<file path="config.mk">
export PLATFORM = sky130hd
export DESIGN_NAME = wb_sram_bridge
export DESIGN_NICKNAME = d
export VERILOG_FILES = /design/src/rtl/wb_sram_bridge.sv
export SDC_FILE = /design/constraint.sdc
export NUM_CORES = 1
export LEC_CHECK = 0
export BUFFER_PORTS_ARGS = -buffer_cell sky130_fd_sc_hd__buf_2
export CAP_MARGIN = 25
export CORE_AREA = 8 8 73 75
export CTS_CLUSTER_DIAMETER = 200
export CTS_CLUSTER_SIZE = 24
export DETAILED_ROUTE_END_ITERATION = 8
export DIE_AREA = 0 0 81 83
export PLACE_DENSITY = 0.74
export SETUP_SLACK_MARGIN = 0.4
export SLEW_MARGIN = 20
export SYNTH_ARGS = -nofsm -noshare
export SYNTH_HDL_FRONTEND = slang
export SYNTH_SLANG_ARGS = --single-unit
</file>
<file path="constraint.sdc">
create_clock -name clk_i -period 2.2 [get_ports clk_i]
set_clock_uncertainty 0.15 [all_clocks]
set_input_delay 0.66 -clock clk_i [delete_from_list [all_inputs] [get_ports clk_i]]
set_output_delay 0.66 -clock clk_i [all_outputs]
set_load 0.05 [all_outputs]
</file>
<file path="src/rtl/wb_sram_bridge.sv">
// Wishbone slave to asynchronous 8-bit SRAM bridge.
// Multi-cycle SETUP/ACCESS/HOLD strobe sequencing with abort and ack hold.
module wb_sram_bridge #(
   parameter int AW          = 16,
   parameter int WAIT_CYCLES = 1
) (
   input  logic          clk_i,
   input  logic          nrst_i,
   input  logic [AW-1:0] wbs_adr_i,
   input  logic [1:0]    wbs_tga_i,
   input  logic [7:0]    wbs_dat_i,
   output logic [7:0]    wbs_dat_o,
   input  logic          wbs_cyc_i,
   input  logic          wbs_stb_i,
   input  logic          wbs_we_i,
   output logic          wbs_ack_o,
   output logic [AW-1:0] sram_a_o,
   input  logic [7:0]    sram_d_i,
   output logic [7:0]    sram_d_o,
   output logic          sram_d_oe_o,
   output logic          sram_ce_n_o,
   output logic          sram_oe_n_o,
   output logic          sram_we_n_o
);

   if (WAIT_CYCLES < 0 || WAIT_CYCLES > 7) begin : g_bad_wait
      $error("wb_sram_bridge: WAIT_CYCLES must be 0..7");
   end

   localparam logic [2:0] WAIT_LD = 3'(WAIT_CYCLES);

   typedef enum logic [2:0] {
      S_IDLE,
      S_SETUP,
      S_ACCESS,
      S_HOLD,
      S_DONE
   } state_e;

   state_e        state_q, state_d;
   logic [2:0]    cnt_q, cnt_d;
   logic          abort_q, abort_d;
   logic          ack_q;
   logic          we_q;
   logic [AW-1:0] adr_q;
   logic [7:0]    wdat_q;
   logic [7:0]    rdat_q;

   logic req;
   logic accept;
   logic rd_cap;

   assign req    = wbs_cyc_i & wbs_stb_i & (wbs_tga_i == 2'b00);
   assign accept = (state_q == S_IDLE) & req;
   assign rd_cap = (state_q == S_ACCESS) & ~we_q & wbs_stb_i
                 & (cnt_q == 3'd0);

   // State register
   always_ff @(posedge clk_i or negedge nrst_i) begin
      if (!nrst_i) begin
         state_q <= S_IDLE;
         cnt_q   <= 3'd0;
         abort_q <= 1'b0;
         ack_q   <= 1'b0;
      end else begin
         state_q <= state_d;
         cnt_q   <= cnt_d;
         abort_q <= abort_d;
         ack_q   <= (state_d == S_DONE);
      end
   end

   // Next-state logic
   always_comb begin
      state_d = state_q;
      cnt_d   = cnt_q;
      abort_d = abort_q;
      unique case (state_q)
         S_IDLE: begin
            if (req) begin
               state_d = S_SETUP;
               abort_d = 1'b0;
            end
         end
         S_SETUP: begin
            cnt_d = WAIT_LD;
            if (!wbs_stb_i && !we_q) begin
               state_d = S_IDLE;
            end else begin
               state_d = S_ACCESS;
               if (!wbs_stb_i) abort_d = 1'b1;
            end
         end
         S_ACCESS: begin
            if (!wbs_stb_i && !we_q) begin
               state_d = S_IDLE;
            end else begin
               if (!wbs_stb_i) abort_d = 1'b1;
               if (cnt_q == 3'd0) begin
                  state_d = we_q ? S_HOLD : S_DONE;
               end else begin
                  cnt_d = cnt_q - 3'd1;
               end
            end
         end
         // A write dropped by the master still finishes its pulse
         S_HOLD: begin
            if (abort_q || !wbs_stb_i) state_d = S_IDLE;
            else                       state_d = S_DONE;
         end
         S_DONE: begin
            if (!wbs_stb_i) state_d = S_IDLE;
         end
         default: state_d = S_IDLE;
      endcase
   end

   // Output decode
   always_comb begin
      sram_ce_n_o = 1'b1;
      sram_oe_n_o = 1'b1;
      sram_we_n_o = 1'b1;
      sram_d_oe_o = 1'b0;
      unique case (state_q)
         S_SETUP: begin
            sram_ce_n_o = 1'b0;
            sram_oe_n_o = we_q;
            sram_d_oe_o = we_q;
         end
         S_ACCESS: begin
            sram_ce_n_o = 1'b0;
            sram_oe_n_o = we_q;
            sram_we_n_o = ~we_q;
            sram_d_oe_o = we_q;
         end
         S_HOLD: begin
            sram_ce_n_o = 1'b0;
            sram_d_oe_o = 1'b1;
         end
         default: begin
            sram_ce_n_o = 1'b1;
         end
      endcase
   end

   // Request latch and read capture
   always_ff @(posedge clk_i or negedge nrst_i) begin
      if (!nrst_i) begin
         adr_q  <= '0;
         wdat_q <= 8'h00;
         we_q   <= 1'b0;
         rdat_q <= 8'h00;
      end else begin
         if (accept) begin
            adr_q  <= wbs_adr_i;
            wdat_q <= wbs_dat_i;
            we_q   <= wbs_we_i;
         end
         if (rd_cap) rdat_q <= sram_d_i;
      end
   end

   assign wbs_ack_o = ack_q;
   assign wbs_dat_o = rdat_q;
   assign sram_a_o  = adr_q;
   assign sram_d_o  = wdat_q;

endmodule

</file>
==> results.tsv, run 1 <==
stage	metric	value	unit
detailed_routing	via_count	1300	
clocking	path_clk_slew	80	ps
synthesis	syn-num-nets	159	
finish	fin_nets	256	
power_and_ir_drop	max-vdd-ir-drop	887	uV
finish	area_delta_synth_final	51.1	%
finish	final_common_cell	buf_2	
setup_path	cp-end-kind	primary output	
placement	port_buffers	75	
setup_path	ff2ff_setup_slack	250	ps
floorplanning	rows	24	
power_and_ir_drop	p_total	4.16	mW
setup_path	r2r_start	state_q[0]	
synthesis	yosysUniqueCellTypes	29	
setup_path	arrival	1380	ps
synthesis	yosysSeqAreaShare	56.7	%
global_routing	antenna_found_initial	0	
clocking	cts_buffers	5	
detailed_routing	drtIter0Drc	21	
global_routing	grt_pass1_wl	6980	um
timing	tightest_slew	476	ps
setup_path	path_max_fanout	4	
clocking	clk_latency	280	ps
min_path	hold_class	in2async	
floorplanning	fp.dieH	83	um
synthesis	syn_avg_cell_area	15.3	um2
setup_path	critPathCapture	sram_oe_n_o	
finish	layoutNonFillerInstCount	268	
synthesis	ys_seq_elements	41	
global_routing	overflow	0	
timing	report.final.slew_viol_count	0	
floorplanning	core_area	4200	um2
timing	rsz0062_at_grt	yes	
floorplanning	die_w	81	um
clocking	cts_tree	yes	
synthesis	synth_ff_type	dfrtp_1	
clocking	clock_sinks	41	
setup_path	r2r_end	wbs_dat_o[4]	
placement	pre_cts_ws	127	ps
detailed_routing	ant_nets	0	
setup_path	worstSetupPathType	reg2out	
synthesis	synth-edff-count	0	
clocking	cts-root-buf	clkbuf_8	
setup_path	ff2ff_path_depth	6	
placement	dp.cells	242	
floorplanning	die_area	6720	um2
setup_path	cp_data_required_time	1390	ps
global_routing	track_usage	13.2	%
floorplanning	io_pins	76	
power_and_ir_drop	leakage	1.46	nW
floorplanning	initial_core_util	43.0	%
timing	final.min_clock_period	2190	ps
finish	antennaDiodeCount	0	
global_routing	grt_pass1_vias	1390	
placement	dp_hpwl	2890	um
clocking	htreeDepth	2	
finish	drive_gt1_share	72.7	%
synthesis	synth_area	1810	um2
synthesis	synth_warnings	0	
placement	gp_congestion	0.731	
power_and_ir_drop	p_per_area	1520	nW/um2
synthesis	async_reset_ff_share	100	%
detailed_routing	drt_wl_total	4550	um
timing	fin_crit_sh	99.6	%
clocking	clockBufferDepth	2	
detailed_routing	first_pass_iters	2	
timing	slew_headroom	68.3	%
run	maxCapViolations	0	
finish	postLayoutCoreUtil	65.0	%
finish	mostFrequentLayoutCells	buf_2 (71), dfrtp_1 (37), mux2_4 (27), buf_4 (12), mux2_2 (7)	
detailed_routing	remaining_drc_errors	0	
timing	setup_slack	7.78	ps
timing	max_freq	0.456	GHz
clocking	cts_hold_buf	0	
synthesis	syn-instance-count	118	
setup_path	crit_start	state_q[1]	
finish	fillers	318	
timing	finalHoldViolations	0	
status	outcome	completed	
timing	setup_viol	0	
global_routing	grt_max_degree	24	
detailed_routing	avgRoutedWirePerCell	17.0	um
setup_path	start_kind	register	
detailed_routing	vias_per_cell	4.85	
## registers in the layout (all words and copies together), names as in the netlist
register   cells
abort_q        1
cnt_q          3
sram_a_o      16
sram_d_o       8
state_q        3
wbs_ack_o      1
wbs_dat_o      8
we_q           1
## synthesized netlist by cell type, drive strengths merged (2+ instances only)
cell type	instances	area (um2)
a21o	3	22.5
a21oi	2	10.0
buf	5	48.8
clkbuf	2	7.51
dfrtp	41	1030
ha	2	25.0
inv	3	11.3
mux2	34	450
mux2i	2	20.0
nand2	6	22.5
nor2	2	7.51
nor3b	2	20.0
## final cells by class
type | count | area (um2) | share of cell area (%)
tap | 52 | 65.1 | 2.38
clock inverter | 2 | 37.5 | 1.37
clock buffer | 6 | 82.6 | 3.02
timing repair buffer | 96 | 676 | 24.7
sequential | 41 | 1030 | 37.7
multi-input combinational | 68 | 830 | 30.4
inverter | 3 | 11.3 | 0.412
## worst min-delay path by stage
| stage | start | endpoint | slack [ps] | cells past startpoint |
|---|---|---|---|---|
| after floorplan | nrst_i | abort_q | 210 | 0 |
| after global routing | nrst_i | wbs_dat_o[0] | 180 | 1 |
| after detailed placement | sram_d_o[1] | sram_d_o[1] | 340 | 1 |
| after CTS | nrst_i | wbs_dat_o[5] | 170 | 1 |
| final | nrst_i | state_q[0] | 170 | 1 |
| after global placement | sram_a_o[6] | sram_a_o[6] | 330 | 1 |
## power by group
part	internal, mW	switching, mW	total, mW
clock	0.369	0.253	0.622
combinational	0.831	1.46	2.29
sequential	1.07	0.179	1.25
total	2.27	1.89	4.16
## layer usage
layer  GRT usage, %  vias up  part of all wire [%]
met3           4.53        7                   7.0
met2           22.7       50                    52
met4           2.93        0                   1.6
li1               -      613                     -
met5              0        -                     0
met1           15.0      630                    40
## cell families (layout without fill, tap and decap cells)
group	Yosys count	in the layout	synth area share (%)
flip-flops	41	41	56.7
AO/OA/AOI/OAI	8	8	2.98
XOR/XNOR	1	1	0.485
buffers and inverters	10	107	3.74
multiplexers	36	36	26.0
adder cells (fa/ha/maj)	2	2	1.38
AND/OR/NAND/NOR	20	21	8.65
## worst max-delay path, cell delays in order, from the launching register on
cell and delay (ps):
dfrtp_2 440, xnor2_2 160, or3_4 340, buf_8 160
## what timing repair did
item	in CTS	in global routing
buffers inserted	10	4
pin swaps	4	3
gates cloned	3	1
endpoints found under the hold margin	0	0
setup endpoints to repair	18	43
resized for setup	22	17
## per-stage QoR
step / cell area (um2) / hold slack (ps) / TNS [ps]
after CTS: 2620 / 168 / 0
after global placement: 2280 / 334 / 0
after global routing: 2730 / 183 / -65.5
after floorplan: 1850 / 214 / 0
final: 2730 / 171 / 0
after detailed placement: 2280 / 336 / 0
Power figures use the tool's default switching activity.
==> run 2, diff against run 1 <==
--- a/config.mk
+++ b/config.mk
@@ -6,13 +6,14 @@
 export NUM_CORES = 1
 export LEC_CHECK = 0
 export BUFFER_PORTS_ARGS = -buffer_cell sky130_fd_sc_hd__buf_2
-export CAP_MARGIN = 25
-export CORE_AREA = 8 8 73 75
+export CELL_PAD_IN_SITES_DETAIL_PLACEMENT = 0
+export CELL_PAD_IN_SITES_GLOBAL_PLACEMENT = 2
+export CORE_AREA = 8 8 87 89
 export CTS_CLUSTER_DIAMETER = 200
 export CTS_CLUSTER_SIZE = 24
 export DETAILED_ROUTE_END_ITERATION = 8
-export DIE_AREA = 0 0 81 83
-export PLACE_DENSITY = 0.74
+export DIE_AREA = 0 0 95 97
+export PLACE_DENSITY_LB_ADDON = 0.1
 export SETUP_SLACK_MARGIN = 0.4
 export SLEW_MARGIN = 20
 export SYNTH_ARGS = -nofsm -noshare
==> run 2 against run 1 <==
Against the previous run:
- the flow now finishes with violations (negative setup slack)
- sequential power hardly changed
- clock power is 14% lower
- wire length is 8.5% higher
- non-clock buffer count is 5 higher
- global-route usage is 2.2 points lower
- clock-buffer cell count is 1 higher
- flip-flop and latch count stayed put
- combinational power is 3% higher
- worst setup slack worse by 18 ps
- largest cell class unchanged
- core utilization is 19 points lower
==> results.tsv, run 2 (synthesized netlist as in run 1, its figures left out) <==
stage	metric	value	unit
status	outcome	complete, but fails checks	
status	violations	negative setup slack	
detailed_routing	drt_wl_total	4940	um
timing	fin_crit_sh	100	%
floorplanning	die_w	95	um
global_routing	antenna_found_initial	0	
global_routing	grt_pass1_wl	7880	um
setup_path	r2r_end	sram_a_o[5]	
clocking	cts_hold_buf	0	
clocking	clock_sinks	41	
finish	final_common_cell	buf_2	
timing	final.min_clock_period	2210	ps
placement	dp_hpwl	3220	um
timing	slew_headroom	65.0	%
timing	setup_viol	1	
finish	layoutNonFillerInstCount	297	
power_and_ir_drop	max-vdd-ir-drop	646	uV
setup_path	crit_chain	xnor2_2, or3_4, buf_8	
placement	port_buffers	75	
setup_path	path_buf_inv	1	
floorplanning	initial_core_util	29.1	%
setup_path	start_kind	register	
floorplanning	die_area	9220	um2
global_routing	grt_pass1_vias	1479	
detailed_routing	drtIter0Drc	20	
floorplanning	io_pins	76	
clocking	cts_buffers	5	
floorplanning	rows	29	
setup_path	cp_data_required_time	1390	ps
detailed_routing	first_pass_iters	3	
detailed_routing	avgRoutedWirePerCell	16.6	um
timing	report.final.slew_viol_count	0	
detailed_routing	ant_nets	0	
detailed_routing	remaining_drc_errors	0	
min_path	hold_class	in2async	
global_routing	grt_max_degree	42	
finish	drive_gt1_share	74.1	%
finish	postLayoutCoreUtil	45.8	%
clocking	htreeDepth	2	
finish	antennaDiodeCount	0	
timing	finalHoldViolations	0	
setup_path	slowest_stage	dfrtp_2	
placement	pre_cts_ws	169	ps
detailed_routing	vias_per_cell	4.38	
setup_path	arrival	1400	ps
clocking	cts-root-buf	clkbuf_8	
timing	setup_slack	-10.5	ps
global_routing	overflow	0	
setup_path	slowest_delay	460	ps
setup_path	cp_top_family	flip-flops	
global_routing	track_usage	11.0	%
clocking	clockBufferDepth	2	
finish	area_delta_synth_final	57.0	%
placement	gp_congestion	0.694	
power_and_ir_drop	leakage	1.51	nW
clocking	path_clk_slew	80	ps
setup_path	path_max_fanout	5	
setup_path	r2r_start	state_q[0]	
placement	dp.cells	269	
floorplanning	core_area	6200	um2
setup_path	ff2ff_setup_slack	90	ps
clocking	cts_tree	yes	
setup_path	ff2ff_path_depth	7	
power_and_ir_drop	p_per_area	1460	nW/um2
floorplanning	fp.dieH	97	um
timing	max_freq	0.452	GHz
finish	mostFrequentLayoutCells	buf_2 (71), dfrtp_1 (38), mux2_4 (33), buf_6 (11), buf_4 (10)	
detailed_routing	via_count	1302	
setup_path	cp-end-kind	primary output	
setup_path	crit_start	state_q[0]	
finish	fillers	571	
finish	fin_nets	260	
timing	rsz0062_at_grt	yes	
finish	largest_reg_flops	16	
run	maxCapViolations	0	
timing	tightest_slew	525	ps
clocking	clk_latency	290	ps
setup_path	worstSetupPathType	reg2out	
finish	stdcell_area	2840	um2
placement	place_area	2320	um2
timing	tns	-10.5	ps
==> run 2: metal layers <==
metal,GRT usage [%],wire length [um],vias up
met1,12.2,2030,643
met4,3.25,37,0
li1,-,-,616
met5,0,0,-
met3,3.71,255,6
met2,19.0,2620,37
==> run 2: power by group <==
| group | switching [mW] | internal, mW | total [mW] |
|---|---|---|---|
| combinational | 1.47 | 0.879 | 2.35 |
| clock | 0.252 | 0.284 | 0.535 |
| sequential | 0.193 | 1.07 | 1.26 |
| total | 1.92 | 2.23 | 4.15 |
==> run 2: through the flow <==
| step | hold slack, ps | total power, mW |
|---|---|---|
| 2_1_floorplan | 214 | 2.83 |
| 3_3_place_gp | 336 | 3.28 |
| 3_5_place_dp | 341 | 3.31 |
| 4_1_cts | 299 | 4.07 |
| 5_1_grt | 321 | 4.37 |
| 6_report | 279 | 4.15 |
==> run 2: area by class of cell <==
| cell class | count | area, um2 | share of cell area [%] |
|---|---|---|---|
| sequential | 41 | 1030 | 36.3 |
| multi-input combinational | 67 | 863 | 30.4 |
| timing repair buffer | 101 | 737 | 26.0 |
| clock buffer | 7 | 96.3 | 3.39 |
| tap | 77 | 96.3 | 3.39 |
| inverter | 3 | 11.3 | 0.397 |
| clock inverter | 1 | 5.00 | 0.176 |
==> run 2: timing repair <==
item	CTS	global route
cloned	4	0
endpoints found under the setup margin	38	42
setup buffers	10	6
resized for setup	37	24
pin swaps	3	5
==> run 2: how the worst max path moves through the flow <==
stage | to | slack, ps | cells past startpoint
floorplan | sram_a_o[10] | 330 | 4
global placement | sram_oe_n_o | 210 | 3
detailed placement | sram_oe_n_o | 170 | 3
CTS | sram_oe_n_o | -10 | 3
global route | sram_oe_n_o | -50 | 3
finish | sram_oe_n_o | -10 | 3
